## src/rtl/multicycle_controller.sv

```systemverilog
// Multicycle MIPS-subset control unit: sequences fetch/decode/execute/memory/writeback,
// stalls on mem_ready, optionally times out memory waits, and counts retired instructions.
module multicycle_controller #(
    parameter int CNT_W       = 32,
    parameter int MEM_TIMEOUT = 0
) (
    input  logic             clk,
    input  logic             reset,
    input  logic [31:0]      instr,
    input  logic             zero,
    input  logic             neg,
    input  logic             mem_ready,
    output logic             memread,
    output logic             memwrite,
    output logic             iord,
    output logic             irwrite,
    output logic             pcwrite,
    output logic             regwrite,
    output logic [1:0]       pcsrc,
    output logic             alusrca,
    output logic [1:0]       alusrcb,
    output logic             immzext,
    output logic             memtoreg,
    output logic [4:0]       destreg,
    output logic [2:0]       alucontrol,
    output logic             illegal,
    output logic [3:0]       state,
    output logic [CNT_W-1:0] instret
);

    typedef enum logic [3:0] {
        S_FETCH  = 4'd0,  S_DECODE = 4'd1,  S_MEMADR = 4'd2,  S_MEMRD = 4'd3,
        S_MEMWB  = 4'd4,  S_MEMWR  = 4'd5,  S_EXEC   = 4'd6,  S_ALUWB = 4'd7,
        S_BRANCH = 4'd8,  S_IEXEC  = 4'd9,  S_IWB    = 4'd10, S_JUMP  = 4'd11,
        S_ERROR  = 4'd12
    } state_t;

    localparam logic [5:0] OP_RTYPE = 6'b000000;
    localparam logic [5:0] OP_BLTZ  = 6'b000001;
    localparam logic [5:0] OP_J     = 6'b000010;
    localparam logic [5:0] OP_BEQ   = 6'b000100;
    localparam logic [5:0] OP_ADDIU = 6'b001001;
    localparam logic [5:0] OP_ORI   = 6'b001101;
    localparam logic [5:0] OP_LUI   = 6'b001111;
    localparam logic [5:0] OP_LW    = 6'b100011;
    localparam logic [5:0] OP_SW    = 6'b101011;

    localparam logic [2:0] ALU_ADD  = 3'b101;
    localparam logic [2:0] ALU_SUB  = 3'b001;
    localparam logic [2:0] ALU_AND  = 3'b111;
    localparam logic [2:0] ALU_OR   = 3'b110;
    localparam logic [2:0] ALU_SLTU = 3'b000;
    localparam logic [2:0] ALU_LUI  = 3'b011;
    localparam logic [2:0] ALU_NONE = 3'b010;

    localparam int WAIT_W = (MEM_TIMEOUT > 1) ? $clog2(MEM_TIMEOUT + 1) : 1;
    localparam logic [WAIT_W-1:0] WAIT_LAST = WAIT_W'((MEM_TIMEOUT > 0) ? MEM_TIMEOUT - 1 : 0);

    state_t            state_reg, state_next;
    logic [CNT_W-1:0]  instret_reg;
    logic [WAIT_W-1:0] wait_cnt_reg, wait_cnt_next;

    logic [5:0] op, funct;
    logic [2:0] r_alu, i_alu;
    logic       r_valid, i_zext, waiting, timeout_hit;
    logic       unused_instr_bits;

    assign op    = instr[31:26];
    assign funct = instr[5:0];
    assign unused_instr_bits = ^{instr[25:21], instr[10:6]};

    always_comb begin
        r_alu   = ALU_NONE;
        r_valid = 1'b1;
        case (funct)
            6'b100001: r_alu = ALU_ADD;
            6'b100011: r_alu = ALU_SUB;
            6'b100100: r_alu = ALU_AND;
            6'b100101: r_alu = ALU_OR;
            6'b101011: r_alu = ALU_SLTU;
            default:   r_valid = 1'b0;
        endcase
    end

    always_comb begin
        i_alu  = ALU_NONE;
        i_zext = 1'b0;
        case (op)
            OP_ADDIU: i_alu = ALU_ADD;
            OP_ORI:   begin i_alu = ALU_OR; i_zext = 1'b1; end
            OP_LUI:   i_alu = ALU_LUI;
            default:  i_alu = ALU_NONE;
        endcase
    end

    // The wait counter only runs while a memory access is outstanding.
    assign waiting       = (state_reg == S_FETCH) || (state_reg == S_MEMRD) || (state_reg == S_MEMWR);
    assign timeout_hit   = (MEM_TIMEOUT > 0) && !mem_ready && (wait_cnt_reg == WAIT_LAST);
    assign wait_cnt_next = (waiting && !mem_ready) ? wait_cnt_reg + 1'b1 : '0;

    always_comb begin
        state_next = state_reg;
        memread    = 1'b0;
        memwrite   = 1'b0;
        iord       = 1'b0;
        irwrite    = 1'b0;
        pcwrite    = 1'b0;
        regwrite   = 1'b0;
        memtoreg   = 1'b0;
        pcsrc      = 2'b00;
        alusrca    = 1'b0;
        alusrcb    = 2'b00;
        immzext    = 1'b0;
        destreg    = 5'd0;
        alucontrol = ALU_NONE;
        case (state_reg)
            S_FETCH: begin
                memread    = 1'b1;
                alusrcb    = 2'b01;
                alucontrol = ALU_ADD;
                if (mem_ready) begin
                    irwrite    = 1'b1;
                    pcwrite    = 1'b1;
                    state_next = S_DECODE;
                end else if (timeout_hit) begin
                    state_next = S_ERROR;
                end
            end
            S_DECODE: begin
                alusrcb    = 2'b11;
                alucontrol = ALU_ADD;
                case (op)
                    OP_LW, OP_SW:             state_next = S_MEMADR;
                    OP_RTYPE:                 state_next = S_EXEC;
                    OP_BEQ, OP_BLTZ:          state_next = S_BRANCH;
                    OP_ADDIU, OP_ORI, OP_LUI: state_next = S_IEXEC;
                    OP_J:                     state_next = S_JUMP;
                    default:                  state_next = S_ERROR;
                endcase
            end
            S_MEMADR: begin
                alusrca    = 1'b1;
                alusrcb    = 2'b10;
                alucontrol = ALU_ADD;
                state_next = (op == OP_LW) ? S_MEMRD : S_MEMWR;
            end
            S_MEMRD: begin
                memread = 1'b1;
                iord    = 1'b1;
                if (mem_ready)        state_next = S_MEMWB;
                else if (timeout_hit) state_next = S_ERROR;
            end
            S_MEMWB: begin
                regwrite   = 1'b1;
                memtoreg   = 1'b1;
                destreg    = instr[20:16];
                state_next = S_FETCH;
            end
            S_MEMWR: begin
                memwrite = 1'b1;
                iord     = 1'b1;
                if (mem_ready)        state_next = S_FETCH;
                else if (timeout_hit) state_next = S_ERROR;
            end
            S_EXEC: begin
                alusrca    = 1'b1;
                alucontrol = r_alu;
                state_next = r_valid ? S_ALUWB : S_ERROR;
            end
            S_ALUWB: begin
                regwrite   = 1'b1;
                destreg    = instr[15:11];
                alucontrol = r_alu;
                state_next = S_FETCH;
            end
            S_BRANCH: begin
                alusrca    = 1'b1;
                alucontrol = ALU_SUB;
                pcsrc      = 2'b01;
                pcwrite    = (op == OP_BEQ) ? zero : neg;
                state_next = S_FETCH;
            end
            S_IEXEC, S_IWB: begin
                // IWB keeps the IEXEC ALU setup so the result stays stable during writeback.
                alusrca    = 1'b1;
                alusrcb    = 2'b10;
                alucontrol = i_alu;
                immzext    = i_zext;
                if (state_reg == S_IWB) begin
                    regwrite   = 1'b1;
                    destreg    = instr[20:16];
                    state_next = S_FETCH;
                end else begin
                    state_next = S_IWB;
                end
            end
            S_JUMP: begin
                pcwrite    = 1'b1;
                pcsrc      = 2'b10;
                state_next = S_FETCH;
            end
            S_ERROR:  state_next = S_ERROR;
            default:  state_next = S_ERROR;
        endcase
    end

    always_ff @(posedge clk or negedge reset) begin
        if (!reset) begin
            state_reg    <= S_FETCH;
            instret_reg  <= '0;
            wait_cnt_reg <= '0;
        end else begin
            state_reg    <= state_next;
            wait_cnt_reg <= wait_cnt_next;
            if (state_next == S_FETCH && state_reg != S_FETCH)
                instret_reg <= instret_reg + 1'b1;
        end
    end

    assign state   = state_reg;
    assign illegal = (state_reg == S_ERROR);
    assign instret = instret_reg;

endmodule

```

## config.mk

```make
export PLATFORM = sky130hd
export DESIGN_NAME = multicycle_controller
export DESIGN_NICKNAME = d
export VERILOG_FILES = /design/src/rtl/multicycle_controller.sv
export SDC_FILE = /design/constraint.sdc
export NUM_CORES = 1
export LEC_CHECK = 0
export CORE_MARGIN = 4
export CORE_UTILIZATION = 30
export DETAILED_ROUTE_END_ITERATION = 7
export PLACE_DENSITY = 0.61
export SLEW_MARGIN = 10
export SYNTH_ARGS = -nofsm -noshare
export SYNTH_HDL_FRONTEND = slang
export SYNTH_SLANG_ARGS = --single-unit
export TNS_END_PERCENT = 30
```

## constraint.sdc

```tcl
create_clock -name clk -period 3.7 [get_ports clk]
set_input_delay 0.74 -clock clk [delete_from_list [all_inputs] [get_ports clk]]
set_output_delay 0.74 -clock clk [all_outputs]
set_load 0.005 [all_outputs]
```

# --- After elaboration in Yosys (flattened, before gate mapping) ---
# Index checks and enable logic that the tools add are counted.
word_totals:
  reg_bits: 36
  input_bits: 37
  out_inout_bits: 58
  wordCells: 75
classes:
  addsub: 1
  n_eq_ne: 25
  muxes: 29
  n_reduce_logical: 18
op_table:
  columns: ["op", "count"]
  rows:
  - ["== test 6 bit, second input constant", 7]
  - ["adder 32 x 1 -> 32 bit, second input constant", 1]
  - ["case mux 4 bit (8 select lines)", 1]
  - ["== test 4 bit, second input constant", 5]
  - ["2-to-1 mux 4 bit", 5]
  - ["case mux 4 bit (5 select lines)", 1]
  - ["== test 6 x 4 -> 1 bit, second input constant", 3]
  - ["== test 4 x 3 -> 1 bit, second input constant", 4]
  - ["case mux 3 bit (5 select lines)", 1]
  - ["case mux 5 bit (3 select lines)", 1]
  - ["OR reduction 2 bit", 7]
  - ["2-to-1 mux 1 bit", 12]
  - ["case mux 3 bit (4 select lines)", 1]
  - ["OR reduction 5 bit", 2]
  - ["case mux 3 bit (3 select lines)", 1]
  - ["OR reduction 3 bit", 3]
  - ["== test 4 x 2 -> 1 bit, second input constant", 2]
  - ["logical NOT 4 bit", 2]
  - ["== test 6 x 1 -> 1 bit, second input constant", 1]
  - ["== test 6 x 2 -> 1 bit, second input constant", 1]
  - ["== test 6 x 3 -> 1 bit, second input constant", 1]
  - ["logical NOT 6 bit", 1]
  - ["case mux 2 bit (3 select lines)", 1]
  - ["2-to-1 mux 5 bit", 1]
  - ["8 further kinds", 8]

# --- Logic depth before layout (Yosys ltp) ---
# Gate-level depths: netlist (run 1).
depth:
  ltp_word: 7
  mapped_depth: 10
  depth_no_buf: 7

# --- Worst setup path before layout (run 1) ---
# Ideal clock, no wire load.
synth_path:
  kind: "input -> register"
  start: "input instr[27]"
  end: "register instret_reg[25], in the netlist instret[25]"
  setup_time_ns: 0.079
  arrival_ns: 2.535
  required_time_ns: 3.621
  setup_slack_ns: 1.086
  stages: 9
  path_buffers: 2
  path_cell_list: "buf_6 > nor4_4 > a22oi_1 > a221o_1 > nor3b_2 > nand3_2 > buf_6 > nor4_2 > xor2_1"
synth_via:
  elab_chain_cells: 6
  word_cells_on_any_way: 17
  cone_classes: "eq/ne: 8; mux: 3; reduce/logical: 6"
synth_lines:
  columns: ["element", "line", "source"]
  rows:
  - ["start, declared", "9", "input logic [31:0] instr,"]
  - ["== test 6 x 4 -> 1 bit, or another cell as far along", "132", "case (op)"]
  - ["OR reduction 3 bit / OR reduction 2 bit (equally long branches)", "132", null]
  - ["case mux 4 bit (5 select lines) (*)", "132", null]
  - ["case mux 4 bit (8 select lines) (*)", "116", "case (state_reg)"]
  - ["net state_next[3]", "59", "state_t state_reg, state_next;"]
  - ["logical NOT 4 bit (*)", "215", "if (state_next == S_FETCH && state_reg != S_FETCH)"]
  - ["logical AND 1 bit (*)", "215", null]
  - ["end signal, assigned", "216", "instret_reg <= instret_reg + 1'b1;"]
  - ["end, declared", "60", "logic [CNT_W-1:0] instret_reg;"]
# The timed path passes the listed nets; every way through them passes the cells marked *.
# A chain may end at the register's enable or synchronous reset.

# --- Worst setup path in the final report (run 1) ---
layout_path:
  start: "input instr[27]"
  end: "output pcwrite"
layout_via:
  elab_chain_cells: 3
layout_lines:
  columns: ["element", "line", "source"]
  rows:
  - ["== test 6 x 3 -> 1 bit", "180", "pcwrite = (op == OP_BEQ) ? zero : neg;"]
  - ["2-to-1 mux 1 bit", "180", null]
  - ["case mux 1 bit (3 select lines)", "116", null]
  - ["end, declared", "17", "output logic pcwrite,"]
# No other way between the ends.

==> summary.md, run 1 <==
| Metric | Value |
|---|---|
| Setup total negative slack | `0 ns` |
| F_max | `286 MHz` |
| Worst clock skew | `approximately 0.0046 ns` |
| Final hold vios | `0` |
| Simple-Gate Fraction of Synth Area | `0.341` |
| Die ar. | `around 10000 sq um` |
| Largest net degree at the start of global routing | `37` |
| TritonCTS buffer count | `5` |
| Sw Share | `0.387` |
| I/O pins | `between 90 and 100` |
| Clock group share of total power | `0.171` |
| Final slew viol count | `0` |
| Synth async-reset ratio | `1.00` |
| Starting density of the core | `0.308` |
| Seq cells post-synth | `36` |
| GPL Wtd Cong | `approximately 0.81` |
| Wirelength, routed | `approximately 6.8 mm` |
| Mux share of post-synthesis cell area | `0.0208` |
| Leakage | `approximately 0.0015 uW` |
| Crit path DAT | `~2.8 ns` |
| CTS tree | `built` |
| Area growth syn-to-layout | `40.3%` |
| Switching pwr | `approximately 670 uW` |
| Minimum clock period | `approximately 3.5 ns` |
| Cells after Synth | `between 200 and 300` |
| H-tree depth | `2` |
| Unrepaired setup endpoints after global routing | `false` |
| Yosys top cell area share | `0.356` |
| Sequential area share after synthesis | `0.356` |
| Post-Syn Area | `2530 sq um` |
| Combinational power share | `0.513` |
| Sequential power share | `0.317` |
| Worst Setup Start Kind | `input pin` |
| Post-DP HPWL | `a little over 5 mm` |
| Post-CTS Setup Bufs | `0` |
| Pwr/cell area | `490 nW/um^2` |
| WL/cell | `around 15 um` |
| Synth Area in Compound Gates | `0.107` |
| Root buffer cell | `clkbuf_8` |
| Hold buffers post-CTS | `0` |
| Initial antenna violation count | `0` |
| Rows | `33` |
| Initial drt markers | `between 70 and 80` |
| Slew Limit Headroom | `0.414` |
| Slew @ Worst Pin | `between 0.8 and 0.9 ns` |
| Remaining global-route overflow | `0` |
| Buffers on Ports | `84` |
| Synth Area in Adders | `0.00890` |
| Synth area leaders | `dfrtp_1 (36%), xor2_1 (8.7%), nor4_2 (8.4%), nor2_1 (4.0%), xnor2_1 (2.8%)` |
| Post-Synth XOR/XNOR Area | `0.114` |
| Largest family of logic cells by synthesized area | `simple AND/OR/NAND/NOR gates` |
| Fillers | `approximately 800` |
| Syn Area/Cell | `between 9 and 10 sq um` |
| CP Max Fanout | `9` |
| Final net count | `392` |
| Part of the cycle the worst path needs | `0.946` |
| Diodes inserted | `0` |
| Number of global-route vias before repair | `2300` |
| Clock latency on the worst-skew pair | `roughly 0.28 ns` |
| Crit Path Class | `in -> out` |
| Worst Hold Class | `reg -> reg` |
| Die span in y | `~100 um` |
| Dominant synthesized flop cell | `dfrtp_1` |
| Max reg flops | `32` |
| Tot GR Track Use | `0.137` |
| Clock buffer depth | `2` |
| Pre-antenna DRT Iters | `4` |
| EDFF count, synth | `0` |
| CTS resizes | `0` |
| DR vias | `around 2300` |
| Max VDD drop | `0.209 mV` |
| Clock-pin slew on the worst setup and hold paths | `0.07 ns` |
| CP required | `2.96 ns` |
| Design area | `about 3600 sq um` |
| Internal reg-to-reg setup slack | `roughly 0.72 ns` |
| Post-detailed-route count of antenna-violating nets | `0` |
| Critical Path Sink Type | `output port` |
| Ys Warns | `0` |
| Post-place instance area | `about 3500 sq um` |
| Run status | `complete, no violations` |
| # setup viols final | `0` |
| Synth unique cells | `between 50 and 60` |
| Die W | `around 100 um` |
| P_int | `between 1000 and 1500 uW` |
| First-pass GRT wire length | `~11 mm` |
| CORE AREA | `slightly above 8000 sq um` |
| Clock Sinks | `36` |
| Max Cap Viol | `0` |
| Post-synth top area cell | `dfrtp_1` |
| Vias per cell | `roughly 5` |
| Syn_nets | `~310` |
| Layout cells sized above 1 | `0.113` |
| # DRC | `0` |
==> critical path, stage by stage <==
cell and delay (ns):
clkdlybuf4s50_1 0.70, nand4b_1 0.23, mux2_2 0.36, a211o_1 0.28
clkdlybuf4s50_1 0.45
==> synthesized netlist by cell type (5+ instances only) <==
master    number
xnor2_1        8
nor4_2        17
o21ai_0        8
or3_1          5
nand2_1       16
nand3_1       11
nand2b_1       9
clkbuf_1      12
inv_1          8
a21oi_1        5
dfrtp_1       36
nor3_1         9
xor2_1        25
nor2_1        27
nor2b_1        5
nand4_1        9
==> cell type report <==
type                            count  area (sq um)  share of cell area
Sequential cell                    36           901               0.254
Multi-Input combinational cell    211          1500               0.421
Tap cell                          105           131              0.0370
Inverter                            8          30.0             0.00846
Timing Repair Buffer               92           896               0.252
Clock buffer                        7          96.3              0.0271
==> power groups by stage <==
stage	Sequential, uW	Combinational, uW	Clock (uW)
2_1_floorplan	507	553	0
3_3_place_gp	558	896	0
3_5_place_dp	560	897	0
4_1_cts	553	902	305
5_1_grt	569	981	328
6_report	552	893	297
==> cells by family (layout without fill, tap and decap cells) <==
kind of cell	count (synthesis)	in the layout
flip-flops	36	36
adder cells (fa/ha/maj)	2	2
AO/OA/AOI/OAI	37	37
AND/OR/NAND/NOR	134	134
XOR/XNOR	33	33
multiplexers	5	5
buffers and inverters	27	107
==> cells in the final DEF, fill, tap and decap left out, types with 2 or more instances in the layout <==
master | synthesis | final
a21o_1 | 2 | 2
a21oi_1 | 5 | 5
a22o_1 | 4 | 4
a32o_1 | 4 | 4
and2_1 | 3 | 3
and3_1 | 3 | 3
buf_4 | 2 | 8
clkbuf_8 | 0 | 7
clkdlybuf4s50_1 | 0 | 83
dfrtp_1 | 36 | 36
inv_1 | 8 | 8
mux2i_1 | 3 | 3
nand2_1 | 16 | 16
nand2b_1 | 9 | 9
nand3_1 | 11 | 11
nand4_1 | 9 | 9
nor2_1 | 27 | 27
nor2b_1 | 5 | 5
nor3_1 | 9 | 9
nor3b_1 | 4 | 4
nor4_2 | 17 | 17
nor4b_1 | 2 | 2
o21ai_0 | 8 | 8
or2_2 | 3 | 3
or3_1 | 5 | 5
or4_1 | 2 | 2
xnor2_1 | 8 | 8
xor2_1 | 25 | 25
==> worst paths after layout <==
| check | start | end | cells past startpoint |
|---|---|---|---|
| max | instr[27] | pcwrite | 5 |
| min | instret[31] | instret[31] | 1 |
| max reg2reg | state[3] | instret[26] | 8 |
| min reg2reg | instret[31] | instret[31] | 1 |
| max in group asynchronous | reset | instret[0] | 1 |
| min in group asynchronous | reset | instret[24] | 1 |
==> stage by stage <==
stage	setup slack, ns	utilization	hold WS, ns	power, uW	cells
floorplan	1.09	-	0.444	1060	274
global placement	0.203	0.420	0.484	1450	452
detailed placement	0.138	0.420	0.484	1460	452
CTS	0.180	0.432	0.497	1760	459
global route	0.130	0.432	0.501	1880	459
finish	0.201	0.432	0.483	1740	459
==> layer usage <==
layer	GRT usage	share of wire	vias to the layer above
met5	0	0	-
met4	0.0284	0.0075	0
met3	0.0250	0.032	4
met2	0.229	0.51	36
met1	0.186	0.45	1139
li1	-	-	1144
Power figures use the tool's default switching activity.
==> run 2, diff against run 1 <==
==> constraint.sdc (replaced) <==
create_clock -name clk -period 3.97 [get_ports clk]
set_input_delay 0.794 -clock clk [delete_from_list [all_inputs] [get_ports clk]]
set_output_delay 0.794 -clock clk [all_outputs]
set_load 0.005 [all_outputs]
==> run 2 against run 1 <==
Effect of this change:
- clock power is 20% lower
- sequential share of layout area is 0.26 points higher
- critical endpoint unchanged
- die area stayed put
- sequential power is 8.5% lower
- routed wire length is 0.87% lower
- sequential cell count stayed put
- setup slack better by 0.15 ns
- cell count is 0.87% lower
- register-to-register slack better by 0.16 ns
==> summary.md, run 2 (synthesized netlist as in run 1, its figures left out) <==
| Metric | Value |
|---|---|
| Run status | `complete, no violations` |
| Combinational power share | `0.531` |
| Sequential power share | `0.318` |
| Initial antenna violation count | `0` |
| Slew @ Worst Pin | `between 0.8 and 0.9 ns` |
| Worst Setup Start Kind | `input pin` |
| Minimum clock period | `3.62 ns` |
| Critical Path Sink Type | `output port` |
| Pwr/cell area | `around 450 nW/um^2` |
| Layout Utilization | `0.428` |
| Crit path DAT | `approximately 2.8 ns` |
| Internal reg-to-reg setup slack | `around 0.88 ns` |
| Buffers on Ports | `84` |
| Unrepaired setup endpoints after global routing | `false` |
| Die W | `about 100 um` |
| Largest net degree at the start of global routing | `37` |
| Wirelength, routed | `6.73 mm` |
| Diodes inserted | `0` |
| Worst Hold Class | `reg -> reg` |
| Final hold vios | `0` |
| # setup viols final | `0` |
| Tot GR Track Use | `0.138` |
| Post-CTS Setup Bufs | `0` |
| Area growth syn-to-layout | `38.9%` |
| Max reg flops | `32` |
| Worst clock skew | `approximately 0.0057 ns` |
| Starting density of the core | `0.308` |
| Post-DP HPWL | `about 5.0 mm` |
| Initial drt markers | `about 110` |
| Worst Setup SP | `instr[27]` |
| I/O pins | `between 90 and 100` |
| Final slew viol count | `0` |
| Switching pwr | `between 600 and 700 uW` |
| # DRC | `0` |
| Clock buffer depth | `2` |
| Pre-antenna DRT Iters | `5` |
| Final net count | `between 300 and 400` |
| CP Max Fanout | `9` |
| Setup ws final | `around 0.35 ns` |
| Most frequent cells in the layout | `clkdlybuf4s50_1 (83), dfrtp_1 (36), nor2_1 (27)` |
| Clock-pin slew on the worst setup and hold paths | `approximately 0.07 ns` |
| Die ar. | `approximately 10000 sq um` |
| CTS resizes | `0` |
| TritonCTS buffer count | `5` |
| Root buffer cell | `clkbuf_8` |
| Leading cell type in the layout, fill and taps excluded | `clkdlybuf4s50_1` |
| Clock group share of total power | `0.151` |
| First-pass GRT wire length | `approximately 11 mm` |
| Clock latency on the worst-skew pair | `0.28 ns` |
| P_int | `just under 1000 uW` |
| F_max | `approximately 280 MHz` |
| WL/cell | `approximately 15 um` |
| Part of the cycle the worst path needs | `0.913` |
| Number of global-route vias before repair | `about 2300` |
| Crit Path Class | `in -> out` |
| Remaining global-route overflow | `0` |
| Hold path startpoint | `instret[31]` |
| Max VDD drop | `0.245 mV` |
| Clock Sinks | `36` |
| Hold buffers post-CTS | `0` |
| Sw Share | `0.391` |
| Max Cap Viol | `0` |
| CP required | `between 3 and 4 ns` |
| Hold slack final | `just under 0.5 ns` |
| H-tree depth | `2` |
| Layout cells sized above 1 | `0.100` |
| Die span in y | `between 90 and 100 um` |
| Rows | `33` |
| Reg-to-reg startpoint | `state[2]` |
| DR vias | `about 2300` |
| CTS tree | `built` |
| Setup total negative slack | `0 ns` |
| GPL Wtd Cong | `about 0.81` |
| Post-detailed-route count of antenna-violating nets | `0` |
| Dpl ws | `approximately 0.34 ns` |
| Slew Limit Headroom | `0.406` |
| CORE AREA | `a little over 8000 sq um` |
| Vias per cell | `5.05` |
| Leakage | `about 0.0014 uW` |
| Total power | `1590 uW` |
-- run 2: cell count changes in the layout (fill, tap and decap cells not counted), sizes merged --
cell	previous run	this run
clkbuf	8	7
buf	8	4
clkinv	0	1
-- run 2: layout make-up --
class	instances	area [sq um]
fill	818	4700
multi-input combinational	211	1500
sequential	36	901
timing repair buffer	88	878
tap	105	131
clock buffer	6	72.6
inverter	8	30.0
clock inverter	1	5.00
-- run 2: path summary, 6_finish.rpt --
check | end | cells past startpoint
setup / recovery | pcwrite | 5
hold / removal | instret[31] | 1
setup reg to reg | instret[27] | 8
hold reg to reg | instret[31] | 1
max in group asynchronous | state[3] | 1
min in group asynchronous | instret[26] | 1
-- run 2: worst max-delay path, stage by stage --
cell	delay, ns
clkdlybuf4s50_1	0.70
nand4b_1	0.24
mux2_2	0.36
a211o_1	0.29
clkdlybuf4s50_1	0.45
-- run 2: power by group through the flow --
stage	sequential, uW	combinational (uW)	clock, uW
2_1_floorplan	472	515	0
3_5_place_dp	512	850	0
5_1_grt	520	924	267
6_report	505	843	239
4_1_cts	506	856	252
3_3_place_gp	512	852	0
-- run 2: through the flow --
| step | std cells | area, sq um |
|---|---|---|
| 2_1_floorplan | 274 | 2530 |
| 3_3_place_gp | 448 | 3440 |
| 3_5_place_dp | 448 | 3440 |
| 4_1_cts | 455 | 3510 |
| 5_1_grt | 455 | 3510 |
| 6_report | 455 | 3510 |
-- run 2: per-layer routing --
metal	up-vias	global-route usage	wire length (um)	part of all wire
li1	1138	-	-	-
met1	1111	0.185	2990	0.44
met2	44	0.229	3450	0.51
met3	4	0.0320	236	0.035
met4	0	0.0252	42	0.0062
met5	-	0	0	0
==> RTL edit, RTL diff (flow settings as in run 1) <==
Set the parameter `CNT_W` to 48 (it was 32).
--- a/src/rtl/multicycle_controller.sv
+++ b/src/rtl/multicycle_controller.sv
@@ -2,5 +2,5 @@
 // stalls on mem_ready, optionally times out memory waits, and counts retired instructions.
 module multicycle_controller #(
-    parameter int CNT_W       = 32,
+    parameter int CNT_W       = 48,
     parameter int MEM_TIMEOUT = 0
 ) (
Interface: changed (resized instret); port bits go from 95 to 111. No check against the original RTL was run, so the function may have changed too.
==> RTL edit against run 1 <==
  * Wire length rose by 29%
  * Die area rose by 22%
  * Fmax fell by 2.7%
  * Sequential power rose by 33%
  * Sequential share of layout area rose by 3.8 points
  * Sequential cell count rose by 16
  * Synthesized area rose by 24%
  * Setup slack got worse by 98 ps
  * Cell area rose by 26%
  * Power rose by 21%
==> RTL edit: results (changes against run 1) <==
status=finished, final reports clean (unchanged); Pre-Repair DR Iteration Count=7 (was 4); Final #Nets=487 (was 392); Clock Latency Late Sink=310 ps (was 280 ps); Min-Delay Startpoint=instret[47] (was instret[31]); wire per inst=14.9 µm (was 14.8 µm); final non-filler cell total=586 (was 459); met2 wire len=3.94 mm (was 3.45 mm); hold worst-path end=instret[47] (was instret[31]); Reg2Reg Setup Slack=840 ps (was 720 ps); clock skew=8.38 ps (was 4.56 ps); synthesized net count=382 (was 312); first-pass GRT wire length=14.1 mm (was 11.4 mm); clk slew on worst S/H paths=100 ps (was 70 ps); Tot GR Track Use=14.4% (was 13.7%); WL met1=3.92 mm (was 3.07 mm); placed cell count=578 (was 452); FF-to-FF End=instret[47] (was instret[26]); WP data arrival=2860 ps (was 2760 ps); GR Util met2=22.7% (was 22.9%); worst stage delay on the critical path=510 ps (was 700 ps); slowest CP cell=or4_1 (was clkdlybuf4s50_1); Final HPWL DP=6.41 mm (was 5.11 mm); grt met3 use=4.37% (was 2.50%); share of layout cells above drive strength 1=8.44% (was 11.3%); largest net degree at the start of global routing=36 (was 37); CP top delay family=simple AND/OR/NAND/NOR gates (was buffers and inverters); Fillers=1036 (was 803); Vias/cell=5.03 (was 5.06); Sw Share=37.5% (was 38.7%); # port buffers=100 (was 84)
RTL edit: power by group through the flow:
stage | clock network (µW) | logic (µW) | registers, µW
detailed placement | 0 | 993 | 748
CTS | 409 | 986 | 737
global placement | 0 | 981 | 748
finish | 398 | 970 | 735
global route | 432 | 1080 | 753
floorplan | 0 | 586 | 674
RTL edit: kinds of logic after synthesis:
kind of cell / count (synthesis) / share of synthesized area (%)
flops: 52 / 41.6
simple gates: 176 / 30.4
buf+inv: 27 / 3.92
compound gates: 34 / 8.31
fa+ha+maj: 3 / 1.04
xor+xnor: 49 / 13.7
mux: 3 / 1.04
RTL edit: area by class of cell:
class / count / share of cell area, %
clock inverter: 3 / 0.953
tap: 136 / 3.81
clock buffer: 5 / 1.54
inverter: 8 / 0.672
timing repair buffer: 117 / 25.4
sequential: 52 / 29.1
multi-input combinational: 265 / 38.4
RTL edit: what timing repair did:
action | CTS | global route
pin swaps | 0 | 1
endpoints found under the setup margin | 2 | 1
gates resized for setup | 4 | 1
hold buffers | 0 | 0
